**config.mk**
```make
export PLATFORM = sky130hd
export DESIGN_NAME = exec_control
export DESIGN_NICKNAME = d
export VERILOG_FILES = /design/src/rtl/exec_control.sv
export SDC_FILE = /design/constraint.sdc
export NUM_CORES = 1
export LEC_CHECK = 0
export ABC_AREA = 1
export CELL_PAD_IN_SITES_DETAIL_PLACEMENT = 1
export CELL_PAD_IN_SITES_GLOBAL_PLACEMENT = 2
export CORE_UTILIZATION = 30
export CTS_CLUSTER_DIAMETER = 50
export DETAILED_ROUTE_END_ITERATION = 6
export PLACE_DENSITY = 0.79
export SKIP_LAST_GASP = 1
export SYNTH_ARGS = -nofsm -noshare
export SYNTH_HDL_FRONTEND = slang
export SYNTH_SLANG_ARGS = --single-unit
```
**constraint.sdc**
```tcl
create_clock -name clk -period 2.1 [get_ports clk]
set_input_delay 0.315 -clock clk [delete_from_list [all_inputs] [get_ports clk]]
set_output_delay 0.315 -clock clk [all_outputs]
set_load 0.005 [all_outputs]
```
**src/rtl/exec_control.sv**
```systemverilog
// exec_control: execution sequencer for the teaching CPU.
// Turns one-shot push-switch pulses into a registered clock-enable stream for the multicycle
// core. It supports free run with an optional divider, instruction step, clock step and a
// PC breakpoint.
//
// Ports:
//   clk, rst     system clock, asynchronous active-low reset
//   psw_out      one-clk switch pulses: [0] run/stop, [1] inst step, [2] clock step,
//                [3] breakpoint enable toggle, [5] brk_addr+1, [10] brk_addr-1
//   cpu_pc       CPU program counter (valid at phase 0)
//   cpu_halt     CPU has executed HLT
//   cpu_ce       registered CPU clock enable
//   phase        current phase index within the instruction
//   inst_count   completed-instruction counter (wraps)
//   running      high in RUN or DRAIN
//   halted       high in HALTED
//   brk_en       breakpoint enable
//   brk_addr     breakpoint PC
//   brk_hit      sticky: last stop was caused by the breakpoint
module exec_control #(
  parameter int unsigned CYCLES_PER_INST = 4,
  parameter int unsigned RUN_DIV         = 0
) (
  input  logic        clk,
  input  logic        rst,
  input  logic [19:0] psw_out,
  input  logic [7:0]  cpu_pc,
  input  logic        cpu_halt,
  output logic        cpu_ce,
  output logic [2:0]  phase,
  output logic [15:0] inst_count,
  output logic        running,
  output logic        halted,
  output logic        brk_en,
  output logic [7:0]  brk_addr,
  output logic        brk_hit
);

  localparam logic [2:0]  LastPhase = 3'(CYCLES_PER_INST - 1);
  localparam logic [15:0] RunDiv    = 16'(RUN_DIV);

  typedef enum logic [2:0] {
    StStop,
    StRun,
    StDrain,
    StIstep,
    StCstep,
    StHalted
  } state_e;

  state_e      state_q, state_d;
  logic        ce_q, ce_d;
  logic [2:0]  phase_q, phase_d;
  logic [15:0] count_q, count_d;
  logic [15:0] div_q, div_d;
  logic        skip_q, skip_d;
  logic        hit_q, hit_d;
  logic        en_q, en_d;
  logic [7:0]  addr_q, addr_d;

  logic        sw_run, sw_istep, sw_cstep, sw_brk_en, sw_inc, sw_dec;
  logic        wrap;
  logic [15:0] div_cur;
  logic        tick;
  logic        issuing_state;

  assign sw_run    = psw_out[0];
  assign sw_istep  = psw_out[1];
  assign sw_cstep  = psw_out[2];
  assign sw_brk_en = psw_out[3];
  assign sw_inc    = psw_out[5];
  assign sw_dec    = psw_out[10];

  logic unused_psw;
  assign unused_psw = ^{psw_out[19:11], psw_out[9:6], psw_out[4]};

  // Phase and instruction counter follow the enable that was issued this cycle.
  always_comb begin
    wrap    = ce_q && (phase_q == LastPhase);
    phase_d = phase_q;
    count_d = count_q;
    if (ce_q) begin
      phase_d = wrap ? 3'd0 : phase_q + 3'd1;
    end
    if (wrap) begin
      count_d = count_q + 16'd1;
    end
  end

  // Breakpoint registers act in every state; simultaneous +1/-1 cancel.
  always_comb begin
    en_d   = en_q ^ sw_brk_en;
    addr_d = addr_q;
    if (sw_inc && !sw_dec) begin
      addr_d = addr_q + 8'd1;
    end else if (sw_dec && !sw_inc) begin
      addr_d = addr_q - 8'd1;
    end
  end

  // Sequencer. ce_d is the enable for the cycle after this edge; phase_d is the phase that
  // cycle will carry, so "phase-0 issue" means ce_d with phase_d == 0.
  always_comb begin
    state_d = state_q;
    ce_d    = 1'b0;
    div_d   = div_q;
    skip_d  = skip_q;
    hit_d   = hit_q;
    // Entering RUN evaluates the divider as if it were already 0, so RUN_DIV=D gives the
    // first enable D+1 cycles after the pulse.
    div_cur       = (state_q == StRun) ? div_q : 16'd0;
    tick          = (div_cur == RunDiv);
    issuing_state = (state_q == StRun) || (state_q == StDrain) ||
                    (state_q == StIstep) || (state_q == StCstep);

    unique case (state_q)
      StStop: begin
        if (sw_run) begin
          state_d = StRun;
          skip_d  = 1'b1;
          hit_d   = 1'b0;
          if (tick) begin
            ce_d  = 1'b1;
            div_d = 16'd0;
            if (phase_d == 3'd0) begin
              skip_d = 1'b0;
            end
          end else begin
            div_d = 16'd1;
          end
        end else if (sw_istep) begin
          state_d = StIstep;
          ce_d    = 1'b1;
        end else if (sw_cstep) begin
          state_d = StCstep;
          ce_d    = 1'b1;
        end
      end
      StRun: begin
        if (sw_run) begin
          if (phase_q == 3'd0 && !ce_q) begin
            state_d = StStop;
          end else begin
            state_d = StDrain;
            ce_d    = (phase_d != 3'd0);
          end
        end else if (tick) begin
          if (phase_d == 3'd0 && en_q && cpu_pc == addr_q && !skip_q) begin
            state_d = StStop;
            hit_d   = 1'b1;
          end else begin
            ce_d  = 1'b1;
            div_d = 16'd0;
            if (phase_d == 3'd0) begin
              skip_d = 1'b0;
            end
          end
        end else begin
          div_d = div_q + 16'd1;
        end
      end
      StDrain, StIstep: begin
        if (phase_d == 3'd0) begin
          state_d = StStop;
        end else begin
          ce_d = 1'b1;
        end
      end
      StCstep: begin
        state_d = StStop;
      end
      StHalted: begin
        state_d = StHalted;
      end
      default: begin
        state_d = StStop;
      end
    endcase

    // The halt check catches the instruction boundary before the CPU is clocked again.
    if (issuing_state && ce_d && phase_d == 3'd0 && cpu_halt) begin
      state_d = StHalted;
      ce_d    = 1'b0;
    end
  end

  always_ff @(posedge clk or negedge rst) begin
    if (!rst) begin
      state_q <= StStop;
      ce_q    <= 1'b0;
      phase_q <= 3'd0;
      count_q <= 16'd0;
      div_q   <= 16'd0;
      skip_q  <= 1'b0;
      hit_q   <= 1'b0;
      en_q    <= 1'b0;
      addr_q  <= 8'd0;
    end else begin
      state_q <= state_d;
      ce_q    <= ce_d;
      phase_q <= phase_d;
      count_q <= count_d;
      div_q   <= div_d;
      skip_q  <= skip_d;
      hit_q   <= hit_d;
      en_q    <= en_d;
      addr_q  <= addr_d;
    end
  end

  assign cpu_ce     = ce_q;
  assign phase      = phase_q;
  assign inst_count = count_q;
  assign running    = (state_q == StRun) || (state_q == StDrain);
  assign halted     = (state_q == StHalted);
  assign brk_en     = en_q;
  assign brk_addr   = addr_q;
  assign brk_hit    = hit_q;

endmodule

```
==> run summary, run 1 <==
Filler cells = 1278
vias in the first global route = 3057
wire length per cell = 13.6 microns
worst stage delay on the critical path = 0.45 ns
buffers added on ports = 48
DP Area = 3990 sq um
CTS H-tree lvls = 2
initial antenna violation count = 0
multiplexer share of the synthesized area = 0.351%
Core Rows = 37
initial core utilization = 31.1%
largest cells by area after synthesis = dfrtp_1, nand2_1, xor2_1
Final ANT Viol Nets = 0
Num CTS Buffers = 5
HPWL after DPL = 6580 microns
outcome = completed
first-pass GRT wire length = 14300 microns
leakage = 2.00 nW
router iterations before antenna repair = 4
crit end category = flip-flop
total number of vias = 2904
Cell Area, Synth = 3210 sq um
largest net degree at the start of global routing = 51
share of cells above drive strength 1 = 15.6%
final wirelength = 8470 microns
pre-CTS setup slack = -0.376 ns
Die X = 105 microns
total track usage = 16.0%
critical path data required time = 2.34 ns
RSZ-0062 raised after global routing = true
Pins Over Slew Limit = 0
final design utilization = 40.4%
GRT Residual Overflow = 0
Post-synth EDFFs = 0
worst path bufs/invs = 3
P&R area growth vs syn = 30.1%
Vert. Die Dim = 105 microns
Worst Hold Class = input port to async pin
nets = 529
TritonCTS Sinks = 50
Crit Path Max Fanout = 4
simple-gate area share of the yosys netlist = 32.5%
Synth cell types = 41
CP Cell Sequence = clkdlybuf4s50_1 > inv_1 > ha_1 > inv_2 > fa_1 > a21oi_1 > o21ai_1 > nand2_1 > nand2_1 > a21oi_1 > or2_2 > a31oi_1
# setup viols final = 0
CTS Root Buffer Type = clkbuf_8
Synth Instances = 413
PD cells = 1110 nW/um^2
post-synthesis compound-gate area fraction = 7.57%
DRC = 0
Net Count, Synth = 456
register area share after synthesis = 39.0%
Design Area, Final = 4170 sq um
Tmin final = 2.00 ns
Final Hold Vio Count = 0
Synth area leader = dfrtp_1
Ys Warns = 0
CTS tree = yes
Post-Route Setup TNS = 0 ns
slowest CP cell = clkdlybuf4s50_1
worst slew pin tran = 0.683 ns
skew final = 0.00761 ns
Critical Path AT = 2.24 ns
Post-Synth XOR/XNOR Area = 8.74%
clock buffer depth = 2
Synth async-reset ratio = 100%
vias per inst = 4.66
I/O pin count = 63
die footprint = 11100 sq um
adder-cell share of the synthesized area = 4.92%
core region area = 10300 sq um
Worst Setup Start Kind = input port
worst skew pair latency = 0.31 ns
worst vdd ir = 0.000490 V
Tcrit/Tclk final = 95.1%
critical path type = input port to flip-flop
largest family of logic cells by synthesized area = simple AND/OR/NAND/NOR gates
Final Total Pwr = 4.63 mW
max-cap violations = 0
Synth Flop Type = dfrtp_1
GP Congestion = 0.770
Max Fclk = 501 MHz
clock-pin slew on the worst setup and hold paths = 0.11 ns
syn avg cell area = 7.76 sq um
relative slew slack = 54.5%
CP delay by family, top = buffers and inverters
Synth Register Bits = 50
post-synth top area share = 39.0%
n_diodes = 0
setup ws final = 0.104 ns
Iter 0 DRT Violations = 68
[cell usage after synthesis, types with 2 or more instances]
library cell / count
nand2_1: 117
dfrtp_1: 50
inv_1: 45
nor2_1: 41
xor2_1: 22
o21ai_0: 17
nand3_1: 16
ha_1: 11
xnor2_1: 10
a21oi_1: 8
nand4_1: 8
o21ai_1: 7
nor3_1: 6
nor2_2: 5
nor2_4: 5
nand2_2: 4
nand3b_1: 4
a31oi_1: 3
buf_4: 3
inv_2: 3
a32oi_1: 2
buf_2: 2
nand3_2: 2
nand3_4: 2
nand4_2: 2
o21a_1: 2
or2_2: 2
[worst reg2reg max path, stage by stage (launching register included)]
cell,delay [ns]
dfrtp_1,0.41
ha_1,0.23
nand3_4,0.17
nand3_1,0.20
nand2_2,0.08
nor2_4,0.13
nand3_2,0.12
nand2_2,0.08
nand2_1,0.05
nand2_1,0.05
nand2_1,0.05
nand2_1,0.05
nand2_1,0.06
nand2_1,0.06
nand2_1,0.05
[report_power, final]
part	internal (mW)	total (mW)	switching [mW]
logic	1.24	2.53	1.29
registers	1.18	1.48	0.292
clock network	0.250	0.619	0.369
total	2.67	4.63	1.95
[worst paths after layout]
path / slack (ns) / end / startpoint / cells after the start
worst max-delay path: 0.10 / brk_addr[6] / psw_out[10] / 12
worst min-delay path: 0.1 / inst_count[8] / rst / 2
worst max register to register: 0.21 / state_q[0] / phase[1] / 14
worst min register to register: 0.47 / inst_count[15] / inst_count[15] / 1
max in group asynchronous: 1.48 / brk_addr[0] / rst / 2
min in group clk: 0.47 / inst_count[15] / inst_count[15] / 1
[metrics by stage]
step           hold WS (ns)  instances
5_1_grt               0.151        623
2_1_floorplan        0.0194        413
3_5_place_dp          0.461        614
3_3_place_gp          0.459        614
4_1_cts               0.145        622
6_report             0.0974        623
[layout by cell type, fill, tap and decap left out, types with 6 or more instances in the layout]
cell               n
nand2_1          117
dfrtp_1           48
clkdlybuf4s50_1   47
inv_1             43
nor2_1            40
buf_4             23
xor2_1            22
nand3_1           15
o21ai_0           13
o21ai_1           11
xnor2_1            9
ha_1               9
nand4_1            8
a21oi_1            7
nor2_2             6
[state kept, by name, indices dropped and copies added (netlist names)]
| register | cells |
|---|---|
| div_q | 16 |
| inst_count | 16 |
| skip_q | 1 |
| brk_en | 1 |
| brk_hit | 1 |
| cpu_ce | 1 |
| state_q | 3 |
| brk_addr | 8 |
| phase | 3 |
[metal layers]
metal	part of all wire (%)	vias to the layer above	GRT usage, %	routed length (microns)
li1	-	1470	-	-
met1	46	1389	20.0	3860
met2	51	39	29.2	4340
met3	2.1	6	2.16	180
met4	1.1	0	3.62	89
met5	0	-	0	0
[layout make-up]
| cell class | count | area, sq um | share of cell area (%) |
|---|---|---|---|
| inverters | 49 | 184 | 4.41 |
| clock inverters | 3 | 28.8 | 0.690 |
| repair buffers | 72 | 659 | 15.8 |
| well taps | 136 | 170 | 4.08 |
| multi-input cells | 308 | 1810 | 43.3 |
| clock buffers | 5 | 68.8 | 1.65 |
| flip-flops and latches | 50 | 1250 | 30.1 |
[kinds of logic after synthesis]
logic type,after synthesis
AOI/OAI and AO/OA,43
xor gates and xnor gates,32
adders and majority gates,12
buffers and inverters,55
DFF,50
muxes,1
and+or+nand+nor,220
[repair_timing]
| item | 4_1_cts | 5_1_grt |
|---|---|---|
| resized for setup | 1 | 20 |
| hold endpoints to repair | 0 | 0 |
| pin swaps | 0 | 2 |
| endpoints found under the setup margin | 2 | 22 |
| setup buffers | 0 | 1 |
| hold buffers | 0 | 0 |
(Power assumes the default switching activity.)
==> run 2, diff against run 1 <==
--- a/config.mk
+++ b/config.mk
@@ -16,3 +16,4 @@
 export SYNTH_ARGS = -nofsm -noshare
 export SYNTH_HDL_FRONTEND = slang
 export SYNTH_SLANG_ARGS = --single-unit
+export TNS_END_PERCENT = 1
==> run summary, run 2 (synthesis gave the netlist of run 1 again) <==
Post-CTS Hold Buffers = 0
Core Rows = 37
GRT Residual Overflow = 0
router iterations before antenna repair = 4
share of cells above drive strength 1 = 14.4%
R2R Path Start = phase[0]
outcome = completed
end of the worst register-to-register path = state_q[0]
pre-CTS setup slack = -0.376 ns
Worst Hold Class = input port to async pin
critical path data required time = 2.30 ns
worst vdd ir = 0.000503 V
initial core utilization = 31.1%
n_diodes = 0
relative slew slack = 54.2%
first-pass GRT wire length = 14300 microns
Vert. Die Dim = 105 microns
Final Non-Filler Cells = 622
FF/Latch Area = 1250 sq um
multi-input logic area = 1790 sq um
RSZ-0062 raised after global routing = true
final design utilization = 40.2%
Final ANT Viol Nets = 0
worst slew pin tran = 0.687 ns
Filler cells = 1278
# setup viols final = 0
HPWL after DPL = 6580 microns
Post-Route Setup TNS = 0 ns
Worst Setup Start Kind = input port
internal reg-to-reg setup slack = 0.20 ns
Max Fclk = 490 MHz
Die X = 105 microns
Design Area, Final = 4150 sq um
total number of vias = 2892
clock buffer depth = 2
leakage = 2.00 nW
CTS Root Buffer Type = clkbuf_8
Pins Over Slew Limit = 0
wire length per cell = 13.6 microns
nets = 528
Final Hold Vio Count = 0
crit end category = flip-flop
DP Area = 3990 sq um
total track usage = 16.0%
Tmin final = 2.04 ns
Crit Path Max Fanout = 5
max-cap violations = 0
CP Cell Sequence = clkdlybuf4s50_1 > inv_1 > ha_1 > inv_2 > buf_6 > ha_1 > a21o_1 > a31oi_4 > or2_2 > nand2_1 > nand2_1 > nand2_1 > nand2_1 > nand2_1 > o21ai_0
commonest non-fill, non-tap cell in the layout = nand2_1
buffers added on ports = 48
TritonCTS Sinks = 50
Num CTS Buffers = 5
I/O pin count = 63
skew final = 0.00748 ns
core region area = 10300 sq um
Iter 0 DRT Violations = 69
clock-pin slew on the worst setup and hold paths = 0.11 ns
setup ws final = 0.0600 ns
critical path type = input port to flip-flop
final wirelength = 8470 microns
die footprint = 11100 sq um
largest net degree at the start of global routing = 51
CTS tree = yes
Worst Reg-to-Reg Cells = 12
Tcrit/Tclk final = 97.1%
initial antenna violation count = 0
worst skew pair latency = 0.31 ns
worst stage delay on the critical path = 0.45 ns
vias per inst = 4.65
Final Total Pwr = 4.58 mW
P&R area growth vs syn = 29.4%
Placed Cells = 614
DRC = 0
vias in the first global route = 3057
PD cells = 1100 nW/um^2
CTS H-tree lvls = 2
slowest CP cell = clkdlybuf4s50_1
Critical Path AT = 2.24 ns
cell repeated most along the worst path = nand2_1
most frequent cells in the layout = nand2_1, dfrtp_1, clkdlybuf4s50_1, inv_1, nor2_1
GP Congestion = 0.770
Hold WS = 0.0986 ns
[run 2: cell types whose count changed in the layout (fill, tap and decap cells not counted), sizes merged]
cell / change
buf: -1
[run 2: cell type report]
cell class	instances	area share, %
clock inverter	3	0.694
clock buffer	5	1.66
multi-input combinational	308	43.2
timing repair buffer	71	15.7
inverter	49	4.43
tap	136	4.10
sequential	50	30.2
[run 2: where the power goes]
group | leakage (nW) | internal [mW] | switching (mW) | total [mW]
Combinational | 1.29 | 1.21 | 1.27 | 2.49
Clock | 0.0506 | 0.250 | 0.368 | 0.619
Sequential | 0.657 | 1.18 | 0.290 | 1.47
Total | 2.00 | 2.64 | 1.93 | 4.58
[run 2: worst max path at each step]
stage,from,end,slack (ns)
floorplan,psw_out[10],brk_addr[7],0.19
global placement,psw_out[10],brk_addr[7],-0.31
detailed placement,psw_out[10],brk_addr[7],-0.38
CTS,psw_out[10],brk_addr[7],0.002
global route,brk_addr[0],div_q[9],-0.08
finish,psw_out[10],brk_addr[5],0.06
[run 2: routing by layer]
metal	wire, microns	vias to the layer above	global-route usage, %
li1	-	1467	-
met1	3860	1380	20.0
met2	4340	41	29.2
met3	192	4	2.16
met4	74	0	3.62
met5	0	-	0
[run 2: critical path, delay by kind of cell]
kind,cells,cell delay [ns]
AOI/OAI and AO/OA,3,0.28
adders and majority gates,2,0.31
buffers and inverters,4,0.75
and+or+nand+nor,6,0.59
[run 2: repair_timing]
action / 4_1_cts / 5_1_grt
resized for setup: 1 / 13
gates cloned: 0 / 0
endpoints found under the setup margin: 2 / 22
pin swaps: 0 / 1
setup buffers: 0 / 0
